[config.mk]
export PLATFORM = sky130hd
export DESIGN_NAME = calc_cmd_sequencer
export DESIGN_NICKNAME = d
export VERILOG_FILES = /design/src/rtl/calc_cmd_sequencer.sv
export SDC_FILE = /design/constraint.sdc
export NUM_CORES = 1
export LEC_CHECK = 0
export ABC_CLOCK_PERIOD_IN_PS = 8520
export CAP_MARGIN = 10
export CORE_ASPECT_RATIO = 1.1
export CORE_MARGIN = 2
export CORE_UTILIZATION = 44
export DETAILED_ROUTE_END_ITERATION = 12
export MAX_ROUTING_LAYER = met4
export PLACE_DENSITY = 0.71
export SLEW_MARGIN = 20
export SYNTH_ARGS = -nofsm -noshare
export SYNTH_HDL_FRONTEND = slang
export SYNTH_SLANG_ARGS = --single-unit
[constraint.sdc]
create_clock -name clk -period 8.52 [get_ports clk]
set_input_delay 0.852 -clock clk [delete_from_list [all_inputs] [get_ports clk]]
set_output_delay 0.852 -clock clk [all_outputs]
set_load 0.1 [all_outputs]
[src/rtl/calc_cmd_sequencer.sv]
// Accumulator command sequencer: a 4-deep command FIFO feeding an external ALU datapath.
// Optional build macro CALC_SEQ_TIMEOUT_EN aborts a WAIT that sees no alu_done for 16 cycles.
module calc_cmd_sequencer (
    input  logic        clk,
    input  logic        rst,
    input  logic        cmd_valid,
    output logic        cmd_ready,
    input  logic [2:0]  cmd_func,
    input  logic [7:0]  cmd_operand,
    input  logic        cmd_first,
    input  logic        err_clr,
    output logic        alu_start,
    output logic [2:0]  alu_func,
    output logic [31:0] alu_a,
    output logic [7:0]  alu_b,
    input  logic        alu_done,
    input  logic [31:0] alu_result,
    output logic [31:0] acc,
    output logic        busy,
    output logic        err,
    output logic [7:0]  op_count
);

    localparam logic [2:0] FuncDiv = 3'd3;
    localparam logic [2:0] FuncMod = 3'd4;

    typedef enum logic [1:0] {IDLE, ISSUE, WAIT, ERROR} state_e;

    state_e      state_q, state_d;
    logic [11:0] fifoMem_q [4];
    logic [1:0]  wrPtr_q, wrPtr_d;
    logic [1:0]  rdPtr_q, rdPtr_d;
    logic [2:0]  count_q, count_d;
    logic [31:0] acc_q, acc_d;
    logic [31:0] aluA_q, aluA_d;
    logic [2:0]  aluFunc_q, aluFunc_d;
    logic [7:0]  aluB_q, aluB_d;
    logic [7:0]  opCount_q, opCount_d;
    logic        err_q, err_d;

    logic        fifoFull, fifoEmpty;
    logic        push, pop, flush;
    logic        headFirst;
    logic [2:0]  headFunc;
    logic [7:0]  headOperand;
    logic        headIllegal;

`ifdef CALC_SEQ_TIMEOUT_EN
    logic [3:0]  waitCnt_q, waitCnt_d;
`endif

    assign fifoFull  = (count_q == 3'd4);
    assign fifoEmpty = (count_q == 3'd0);
    assign cmd_ready = !fifoFull && (state_q != ERROR);
    assign push      = cmd_valid && cmd_ready;

    assign {headFirst, headFunc, headOperand} = fifoMem_q[rdPtr_q];
    // Undefined function codes and division by zero are both rejected before reaching the datapath.
    assign headIllegal = (headFunc[2:1] == 2'b11) ||
                         (((headFunc == FuncDiv) || (headFunc == FuncMod)) && (headOperand == 8'd0));

    assign alu_start = (state_q == ISSUE);
    assign alu_func  = aluFunc_q;
    assign alu_a     = aluA_q;
    assign alu_b     = aluB_q;
    assign acc       = acc_q;
    assign err       = err_q;
    assign op_count  = opCount_q;
    assign busy      = !fifoEmpty || (state_q != IDLE);

    always_comb begin
        state_d   = state_q;
        acc_d     = acc_q;
        aluA_d    = aluA_q;
        aluFunc_d = aluFunc_q;
        aluB_d    = aluB_q;
        opCount_d = opCount_q;
        err_d     = err_q;
        pop       = 1'b0;
        flush     = 1'b0;
        wrPtr_d   = wrPtr_q;
        rdPtr_d   = rdPtr_q;
        count_d   = count_q;
`ifdef CALC_SEQ_TIMEOUT_EN
        waitCnt_d = waitCnt_q;
`endif

        case (state_q)
            IDLE: begin
                if (!fifoEmpty) begin
                    pop = 1'b1;
                    if (headFirst) begin
                        acc_d = {24'd0, headOperand};
                    end else if (headIllegal) begin
                        err_d   = 1'b1;
                        flush   = 1'b1;
                        state_d = ERROR;
                    end else begin
                        aluFunc_d = headFunc;
                        aluA_d    = acc_q;
                        aluB_d    = headOperand;
                        state_d   = ISSUE;
                    end
                end
            end
            ISSUE: begin
                state_d = WAIT;
`ifdef CALC_SEQ_TIMEOUT_EN
                waitCnt_d = 4'd0;
`endif
            end
            WAIT: begin
                if (alu_done) begin
                    acc_d     = alu_result;
                    opCount_d = opCount_q + 8'd1;
                    state_d   = IDLE;
                end
`ifdef CALC_SEQ_TIMEOUT_EN
                else if (waitCnt_q == 4'd15) begin
                    err_d   = 1'b1;
                    flush   = 1'b1;
                    state_d = ERROR;
                end else begin
                    waitCnt_d = waitCnt_q + 4'd1;
                end
`endif
            end
            ERROR: begin
                if (err_clr) begin
                    err_d   = 1'b0;
                    state_d = IDLE;
                end
            end
            default: state_d = IDLE;
        endcase

        // A flush wins over any push accepted in the same cycle.
        if (flush) begin
            wrPtr_d = 2'd0;
            rdPtr_d = 2'd0;
            count_d = 3'd0;
        end else begin
            if (push) wrPtr_d = wrPtr_q + 2'd1;
            if (pop)  rdPtr_d = rdPtr_q + 2'd1;
            count_d = count_q + {2'd0, push} - {2'd0, pop};
        end
    end

    always_ff @(posedge clk or posedge rst) begin
        if (rst) begin
            state_q   <= IDLE;
            wrPtr_q   <= 2'd0;
            rdPtr_q   <= 2'd0;
            count_q   <= 3'd0;
            acc_q     <= 32'd0;
            aluA_q    <= 32'd0;
            aluFunc_q <= 3'd0;
            aluB_q    <= 8'd0;
            opCount_q <= 8'd0;
            err_q     <= 1'b0;
`ifdef CALC_SEQ_TIMEOUT_EN
            waitCnt_q <= 4'd0;
`endif
        end else begin
            state_q   <= state_d;
            wrPtr_q   <= wrPtr_d;
            rdPtr_q   <= rdPtr_d;
            count_q   <= count_d;
            acc_q     <= acc_d;
            aluA_q    <= aluA_d;
            aluFunc_q <= aluFunc_d;
            aluB_q    <= aluB_d;
            opCount_q <= opCount_d;
            err_q     <= err_d;
`ifdef CALC_SEQ_TIMEOUT_EN
            waitCnt_q <= waitCnt_d;
`endif
        end
    end

    always_ff @(posedge clk) begin
        if (push) fifoMem_q[wrPtr_q] <= {cmd_first, cmd_func, cmd_operand};
    end

endmodule

* Yosys cells after proc, flatten, opt, wreduce, memory -nomap -nowiden *
Memories as Yosys holds them, arrays and structs flattened.
Cells that the tools add are included.

word-level totals
  register bits after elaboration = 93
  memory bits (writable) = 48
  output and inout bits = 87
  logic and storage cells = 82
  memories kept = 1

operators by class
  add/sub/neg operators = 5
  equality and inequality tests = 14
  multiplexer cells = 28
  bitwise gates (word level) = 3
  reduce and logical (&&, ||, !) cells = 21

memories
  name       words  width  rd ports  clocked after memory_dff  wr ports  line  text
  fifoMem_q  4      12     1         0                         1         30    logic [11:0] fifoMem_q [4];

operator list
  kind                                                                    number
  32-bit two-way mux                                                      3
  32-bit one-hot mux with 2 select lines                                  1
  2-bit two-way mux                                                       9
  2-bit inequality test (second input constant)                           7
  1-bit two-way mux                                                       12
  4-bit AND reduction                                                     3
  2-bit nonzero test                                                      5
  8-bit by 1-bit adder with 8-bit output (second input constant)          1
  8-bit logical NOT                                                       1
  2-bit one-hot mux with 4 select lines                                   1
  2-bit equality test (second input constant)                             3
  3-bit equality test (second input constant)                             2
  5-bit AND reduction                                                     1
  2-bit by 1-bit adder with 2-bit output (second input constant)          2
  3-bit by 1-bit adder with 3-bit output                                  1
  3-bit by 2-bit equality test with 1-bit output (second input constant)  1
  1-bit logical AND                                                       3
  3-bit logical NOT                                                       1
  1-bit logical OR                                                        3
  3-bit two-way mux                                                       1
  1-bit inverter                                                          3
  3-bit by 1-bit subtractor with 3-bit output                             1
  2-bit by 1-bit equality test with 1-bit output (second input constant)  1
  1-bit logical NOT                                                       2
  3 further kinds                                                         3

* Logic depth before layout (Yosys ltp) *
Gate-level depths: netlist of the first run.
An unclocked memory read counts as a cell.

  depth in word-level cells = 10
  gate-level depth with buffers = 13
  depth with buffers taken out = 11

* Worst setup path after synthesis of the first run *
Ideal clock, no wire load.

  path type = register to output
  start = register state_q[1]
  end = output cmd_ready
  arrival time = 2.375 ns
  data required time = 7.668 ns
  setup slack = 5.293 ns
  cell stages (with the launch flop) = 5
  buffers on the path = 3
  path through = dfrtp_1 -> clkbuf_1 -> clkbuf_1 -> buf_1 -> a21oi_1

between the ends
  longest elaborated chain between the ends = 2

ends and longest elaborated chain
  what                      line  text
  start: declaration        29    state_e state_q, state_d;
  start signal: assignment  165   state_q <= state_d;
  2-bit inequality test     54    assign cmd_ready = !fifoFull && (state_q != ERROR);
  1-bit logical AND         54
  end: declaration          7     output logic cmd_ready,

No other way between the ends.

* Worst setup path after layout of the first run *
  start = register state_q[0]
  end = output busy

between the ends
  longest elaborated chain between the ends = 2

ends and longest elaborated chain
  what                line  text
  2-bit nonzero test  69    assign busy = !fifoEmpty || (state_q != IDLE);
  1-bit logical OR    69
  end: declaration    19    output logic busy,

No other way between the ends.

==> impl_metrics.json, run 1 <==
{
  "cp-end-kind": "output port",
  "fin_worst_skew_ps": 8.32,
  "clk_latency_ps": 420,
  "vias": 3772,
  "synth_cell_type_count": 45,
  "overflow": 0,
  "drt_iter0_markers": 244,
  "cts_setup_buffers": 0,
  "die_area_sq_um": 14800,
  "hold_class": "register to register",
  "netlist_top_cells_area": "dfrtp_1 38%, edfxtp_1 24%, mux2_4 8.4%",
  "holdBufCountCts": 0,
  "rsz0062_at_grt": "no",
  "totalNegativeSetupSlack_ps": 0,
  "yosysTopAreaCell": "dfrtp_1",
  "ys_ff_latch": 141,
  "wire_per_inst_microns": 17.5,
  "cts_root_buf": "clkbuf_16",
  "clk_pin_slew_worst_paths_ps": 60,
  "first_pass_iters": 7,
  "diodes": 0,
  "cts_sinks": 141,
  "cts_resized": 0,
  "cap_violations": 0,
  "slew_headroom": 0.312,
  "syn_area_sq_um": 6070,
  "finish.utilization": 0.600,
  "htree_levels": 4,
  "crit_required_ps": 7670,
  "synth_cells": 408,
  "syn-mean-instance-area_sq_um": 14.9,
  "post-place-ws_ps": 4460,
  "gp_congestion": 0.761,
  "synth_edf_count": 48,
  "cts_tree": "built",
  "ant_nets": 0,
  "die_y_microns": 127,
  "grt_antenna_before_repair": 0,
  "die_x_microns": 116,
  "synthArstFlopShare": 0.660,
  "post-route-period-util": 0.448,
  "worstPathArrival_ps": 2960,
  "place_inst": 713,
  "setup_ws_ps": 4710,
  "hold_violations": 0,
  "syn_nets": 465,
  "nets": 602,
  "synth_top_cell_area_share": 0.383,
  "viasPerCell": 5.06,
  "area_delta_synth_final_pct": 34.6,
  "synth-main-ff-cell": "dfrtp_1",
  "outcome": "completed",
  "grt_pass1_wl_microns": 20400,
  "ys_seq_area_frac": 0.620,
  "dpl.hpwl_microns": 8900,
  "report.final.slew_viol_count": 0,
  "drive_gt1_frac": 0.197,
  "setup_viol": 0,
  "port_buffers": 135,
  "drc": 0,
  "final.min_clock_period_ps": 3810,
  "grt_max_degree": 75,
  "grt_usage": 0.189,
  "grt_pass1_vias": 3831,
  "cts_max_path_buffers": 2,
  "crit_fanout": 34,
  "routed_wl_microns": 13100,
  "pin_count": 136,
  "mostFrequentLayoutCells": "135 x clkdlybuf4s50_1, 93 x dfrtp_1, 48 x edfxtp_1",
  "tightestPinTransition_ps": 1030,
  "rows": 45,
  "path_class": "register to output port",
  "max_freq_ghz": 0.262,
  "ys_warn_count": 0,
  "core_sq_um": 13600,
  "start_kind": "register",
  "numCtsBuffers": 17,
  "start_util": 0.446,
  "final_common_cell": "clkdlybuf4s50_1",
  "final_cells": 746
}
## Yosys cell counts, types with 2 or more instances
cell and number:
a21boi_1 2, a21oi_1 6, a2bb2oi_1 2, and2_1 5
buf_1 2, buf_6 5, clkbuf_1 14, dfrtp_1 93
edfxtp_1 48, ha_1 7, inv_1 38, mux2_2 19
mux2_4 34, mux4_2 12, nand2_1 7, nand2b_1 2
nand3_1 6, nand4b_1 25, nor2_1 5, nor3_1 2
nor3b_1 2, nor4_1 2, nor4_2 2, o211a_1 2
o21ai_0 17, o21ai_1 13, o2bb2ai_1 6, or2_2 2
or3_1 2, or4_1 2, xnor2_1 8, xor2_1 3
## routing by layer
metal / share of wire / GRT usage
met1: 0.45 / 0.237
met2: 0.48 / 0.302
met3: 0.047 / 0.0484
met4: 0.016 / 0.0637
met5: 0 / -
## final timing paths
kind,start,end,slack (ps),cells after the start
setup reg to reg,rdPtr_q[0]$_DFFE_PP0P_,alu_a[18]$_DFFE_PP0P_,5100,5
hold reg to reg,op_count[7]$_DFFE_PP0P_,op_count[7]$_DFFE_PP0P_,480,1
max in group asynchronous,rst,op_count[7]$_DFFE_PP0P_,6510,3
min in group asynchronous,rst,alu_a[7]$_DFFE_PP0P_,750,2
setup / recovery,state_q[0]$_DFFE_PP0P_,busy,4710,3
hold / removal,op_count[7]$_DFFE_PP0P_,op_count[7]$_DFFE_PP0P_,480,1
## through the flow
step | instance area, sq um | hold WS (ps)
6_report | 8180 | 479
5_1_grt | 8180 | 491
4_1_cts | 8160 | 476
3_5_place_dp | 7570 | 465
3_3_place_gp | 7570 | 462
2_1_floorplan | 6070 | 566
## worst max-delay path: stages, from the launching register on
cell and delay, ps:
dfrtp_1 930, or2_2 320, or2_2 140, clkdlybuf4s50_1 1140
## registers in the layout (all words and copies together) (netlist names)
register   flops
acc           32
alu_a         32
alu_b          8
alu_func       3
count_q        3
err            1
fifoMem_q     48
op_count       8
rdPtr_q        2
state_q        2
wrPtr_q        2
## cell type report
| cell class | count | area (sq um) |
|---|---|---|
| Fill cell | 1070 | 5450 |
| Sequential cell | 141 | 3770 |
| Multi-Input combinational cell | 206 | 2030 |
| Timing Repair Buffer | 141 | 1400 |
| Clock buffer | 19 | 433 |
| Tap cell | 188 | 235 |
| Clock inverter | 13 | 164 |
| Inverter | 38 | 144 |
## cell families after synthesis
group | synth area share
AO/OA/AOI/OAI | 0.0566
buffers and inverters | 0.0459
multiplexers | 0.165
AND/OR/NAND/NOR | 0.0781
XOR/XNOR | 0.0159
flip-flops | 0.620
adder cells (fa/ha/maj) | 0.0177
Power of run 1 is left out: the tool's default activity adds up to more than one toggle a clock period on the data nets, which glitch-free logic cannot reach.
==> inputs of run 2 (changes only) <==
--- a/config.mk
+++ b/config.mk
@@ -5,7 +5,7 @@
 export SDC_FILE = /design/constraint.sdc
 export NUM_CORES = 1
 export LEC_CHECK = 0
-export ABC_CLOCK_PERIOD_IN_PS = 8520
+export ABC_CLOCK_PERIOD_IN_PS = 4000
 export CAP_MARGIN = 10
 export CORE_ASPECT_RATIO = 1.1
 export CORE_MARGIN = 2
==> constraint.sdc (replaced) <==
create_clock -name clk -period 4 [get_ports clk]
set_input_delay 0.4 -clock clk [delete_from_list [all_inputs] [get_ports clk]]
set_output_delay 0.4 -clock clk [all_outputs]
set_load 0.1 [all_outputs]
==> run 2 against run 1 <==
  * Wire length increased by 3.2%
  * First-iteration DRC count increased by 6.1%
  * Critical endpoint is now alu_a[18]$_DFFE_PP0P_
  * Flip-flop and latch count unchanged
  * Via count increased by 0.66%
  * Worst hold slack got worse by 8.1 ps
  * Critical path type is now register to register
  * Final cell count increased by 0.13%
  * Clock-buffer cell count unchanged
  * Critical path depth increased by 2
  * Register-to-register slack got worse by 4200 ps
==> impl_metrics.json, run 2 (synthesized netlist as in run 1, its figures left out) <==
{
  "ant_nets": 0,
  "holdBufCountCts": 0,
  "hold_class": "register to register",
  "die_area_sq_um": 14800,
  "crit_family": "multiplexers",
  "dpl.hpwl_microns": 9320,
  "largest_reg_flops": 48,
  "viasPerCell": 5.08,
  "final.min_clock_period_ps": 3140,
  "post-route-period-util": 0.786,
  "cp-end-kind": "register",
  "area_delta_synth_final_pct": 35.4,
  "cts_sinks": 141,
  "htree_levels": 4,
  "core_sq_um": 13600,
  "tightestPinTransition_ps": 1020,
  "nets": 603,
  "start_util": 0.446,
  "pin_count": 136,
  "die_y_microns": 127,
  "mostFrequentLayoutCells": "133 x clkdlybuf4s50_1, 93 x dfrtp_1, 48 x edfxtp_1",
  "die_x_microns": 116,
  "totalNegativeSetupSlack_ps": 0,
  "finish.utilization": 0.604,
  "drt_iter0_markers": 259,
  "diodes": 0,
  "port_buffers": 135,
  "path_class": "register to register",
  "setup_viol": 0,
  "cts_root_buf": "clkbuf_16",
  "max_stage_delay_ps": 860,
  "grt_pass1_vias": 4030,
  "gp_congestion": 0.816,
  "cts_tree": "built",
  "grt_antenna_before_repair": 0,
  "cts_setup_buffers": 0,
  "vias": 3797,
  "cts_max_path_buffers": 2,
  "clk_latency_ps": 420,
  "outcome": "completed",
  "first_pass_iters": 5,
  "overflow": 0,
  "max_freq_ghz": 0.318,
  "hold_violations": 0,
  "drive_gt1_frac": 0.206,
  "drc": 0,
  "cap_violations": 0,
  "crit_required_ps": 4300,
  "fin_worst_skew_ps": 8.15,
  "start_kind": "register",
  "slowest_stage": "dfrtp_1",
  "worstPathArrival_ps": 3440,
  "crit_fanout": 40,
  "grt_max_degree": 56,
  "fillerInstances": 1071,
  "rsz0062_at_grt": "no",
  "grt_usage": 0.199,
  "cp.depth": 5,
  "crit_chain": "mux4_2 -> or3_4 -> a311oi_4 -> buf_12 -> mux2_2",
  "hold_depth": 1,
  "routed_wl_microns": 13500,
  "wire_per_inst_microns": 18.0,
  "final_common_cell": "clkdlybuf4s50_1",
  "report.final.slew_viol_count": 0,
  "largest_register": "fifoMem_q",
  "grt_pass1_wl_microns": 21400,
  "rows": 45,
  "cts_resized": 0,
  "path_buf_inv": 1,
  "numCtsBuffers": 17,
  "clk_pin_slew_worst_paths_ps": 60,
  "reg2reg_depth": 5,
  "slew_headroom": 0.317
}
-- run 2: layout make-up --
type	instances	area, sq um	share of cell area
clock buffer	19	447	0.0543
clock inverter	13	188	0.0228
inverter	38	144	0.0175
multi-input combinational	206	2030	0.247
sequential	141	3770	0.458
tap	188	235	0.0286
timing repair buffer	142	1410	0.172
-- run 2: final timing paths --
check,start,slack [ps],endpoint
max in group asynchronous,rst,2640,op_count[3]$_DFFE_PP0P_
worst min-delay path,op_count[7]$_DFFE_PP0P_,470,op_count[7]$_DFFE_PP0P_
worst max register to register,rdPtr_q[0]$_DFFE_PP0P_,860,alu_a[18]$_DFFE_PP0P_
worst max-delay path,rdPtr_q[0]$_DFFE_PP0P_,860,alu_a[18]$_DFFE_PP0P_
worst min register to register,op_count[7]$_DFFE_PP0P_,470,op_count[7]$_DFFE_PP0P_
min in group asynchronous,rst,480,acc[30]$_DFFE_PP0P_
-- run 2: worst register-to-register path: stages, from the launching register on --
cell,delay [ps]
dfrtp_1,860
mux4_2,670
or3_4,400
a311oi_4,370
buf_12,320
mux2_2,410
-- run 2: per-stage QoR --
step	instances	hold slack, ps	worst slack, ps	instance area, sq um
after floorplan	408	499	1180	6070
after global placement	715	462	878	7590
after detailed placement	715	462	804	7590
after CTS	747	474	795	8220
after global routing	747	492	691	8220
final	747	470	856	8220
-- run 2: routing by layer --
metal / GRT usage / part of all wire
met1: 0.250 / 0.44
met2: 0.310 / 0.49
met3: 0.0489 / 0.046
met4: 0.0798 / 0.019
met5: - / 0
Power of run 2 is left out for the same reason.
==> inputs of run 3 (changes only) <==
--- a/config.mk
+++ b/config.mk
@@ -5,7 +5,7 @@
 export SDC_FILE = /design/constraint.sdc
 export NUM_CORES = 1
 export LEC_CHECK = 0
-export ABC_CLOCK_PERIOD_IN_PS = 4000
+export ABC_CLOCK_PERIOD_IN_PS = 3200
 export CAP_MARGIN = 10
 export CORE_ASPECT_RATIO = 1.1
 export CORE_MARGIN = 2
==> constraint.sdc (replaced) <==
create_clock -name clk -period 3.2 [get_ports clk]
set_input_delay 0.32 -clock clk [delete_from_list [all_inputs] [get_ports clk]]
set_output_delay 0.32 -clock clk [all_outputs]
set_load 0.1 [all_outputs]
==> run 3 against run 2 <==
  * Worst hold slack worse by 130 ps
  * Register-to-register slack got worse by 430 ps
  * Setup slack worse by 430 ps
  * Global-route usage decreased by 1.3 points
  * Die area stayed put
  * Clock skew about the same
  * Utilization increased by 0.13 points
  * Final area rose by 0.21%
  * First-iteration DRC count fell by 27%
  * Critical path type unchanged
  * Highest routed layer unchanged
  * Via count increased by 0.37%
  * Wire length fell by 4.1%
==> impl_metrics.json, run 3 (synthesized netlist as in run 1, its figures left out) <==
{
  "outcome": "completed",
  "final_common_cell": "clkdlybuf4s50_1",
  "fin_worst_skew_ps": 8.60,
  "grt_pass1_vias": 3938,
  "core_sq_um": 13600,
  "area_delta_synth_final_pct": 35.7,
  "die_y_microns": 127,
  "cp-end-kind": "register",
  "grt_max_degree": 57,
  "vias": 3811,
  "diodes": 0,
  "holdBufCountCts": 0,
  "wire_per_inst_microns": 17.2,
  "path_class": "register to register",
  "cts_setup_buffers": 0,
  "htree_levels": 4,
  "hold_violations": 0,
  "first_pass_iters": 4,
  "tightestPinTransition_ps": 1030,
  "drt_iter0_markers": 188,
  "viasPerCell": 5.07,
  "drive_gt1_frac": 0.207,
  "crit_required_ps": 3530,
  "die_x_microns": 116,
  "mostFrequentLayoutCells": "132 x clkdlybuf4s50_1, 93 x dfrtp_1, 48 x edfxtp_1",
  "crit_fanout": 8,
  "worstPathArrival_ps": 3110,
  "hold_class": "input port to asynchronous set/reset pin",
  "slew_headroom": 0.311,
  "totalNegativeSetupSlack_ps": 0,
  "largest_register": "fifoMem_q",
  "post-route-period-util": 0.867,
  "die_area_sq_um": 14800,
  "max_stage_delay_ps": 670,
  "cap_violations": 0,
  "ant_nets": 0,
  "gp_congestion": 0.754,
  "clk_latency_ps": 410,
  "report.final.slew_viol_count": 0,
  "clk_pin_slew_worst_paths_ps": 60,
  "start_util": 0.446,
  "setup_viol": 0,
  "crit_chain": "nor3_1 -> nor2_1 -> ha_1 -> inv_1 -> ha_1 -> inv_1 -> fa_1 -> xnor2_1 -> xnor2_1 -> a21boi_1",
  "rows": 45,
  "routed_wl_microns": 12900,
  "numCtsBuffers": 17,
  "cts_tree": "built",
  "nets": 608,
  "pin_count": 136,
  "cts_sinks": 141,
  "grt_antenna_before_repair": 0,
  "overflow": 0,
  "cts_root_buf": "clkbuf_16",
  "rsz0062_at_grt": "no",
  "largest_reg_flops": 48,
  "grt_pass1_wl_microns": 20500,
  "port_buffers": 135,
  "dpl.hpwl_microns": 9200,
  "cts_resized": 0,
  "cts_max_path_buffers": 2,
  "start_kind": "register",
  "final.min_clock_period_ps": 2770,
  "max_freq_ghz": 0.361,
  "drc": 0,
  "slowest_stage": "nor3_1",
  "grt_usage": 0.185
}
run 3: cell types whose count changed in the layout (fill, tap and decap cells not counted), sizes merged:
cell,previous run,this run
clkbuf,19,23
clkinvlp,3,2
clkdlybuf4s50,133,132
inv,39,38
bufinv,4,3
buf,9,15
clkinv,5,4
run 3: layer usage:
layer  track usage  vias to the layer above  routed length (microns)
met5             -                        -                        0
met4        0.0581                        0                      195
met3        0.0413                       15                      646
met2         0.292                      112                     6260
met1         0.242                     1921                     5820
li1              -                     1763                        -
run 3: final timing paths:
check                                   startpoint                       to  slack, ps  cells after the start
max in group asynchronous                      rst  op_count[1]$_DFFE_PP0P_       2130                      3
min reg2reg                op_count[7]$_DFFE_PP0P_  op_count[7]$_DFFE_PP0P_        490                      1
min in group clk                    alu_result[17]      acc[17]$_DFFE_PP0P_        490                      3
max reg2reg                   count_q[1]$_DFF_PP0_     count_q[2]$_DFF_PP0_        430                     10
max                           count_q[1]$_DFF_PP0_     count_q[2]$_DFF_PP0_        430                     10
min                                            rst     alu_a[6]$_DFFE_PP0P_        340                      2
run 3: per-stage QoR:
stage | util | instances | setup slack, ps | hold WS [ps] | cell area (sq um)
after floorplan | - | 408 | 460 | 419 | 6070
after global placement | 0.561 | 720 | 509 | 463 | 7640
after detailed placement | 0.561 | 720 | 428 | 486 | 7640
after CTS | 0.605 | 752 | 435 | 364 | 8240
after global routing | 0.605 | 752 | 208 | 402 | 8240
final | 0.605 | 752 | 427 | 336 | 8240
run 3: area by class of cell:
type	instances	area (sq um)
tap	188	235
sequential	141	3770
multi-input combinational	206	2030
timing repair buffer	147	1460
clock buffer	23	468
clock inverter	9	136
fill	1077	5380
inverter	38	144
run 3: critical path: cells and delay by family, from the launching register on:
kind	cells	cell delay (ps)
XOR/XNOR	2	330
adder cells (fa/ha/maj)	3	830
buffers and inverters	2	100
AO/OA/AOI/OAI	1	180
AND/OR/NAND/NOR	2	820
flip-flops	1	440
Power of run 3 is left out for the same reason.
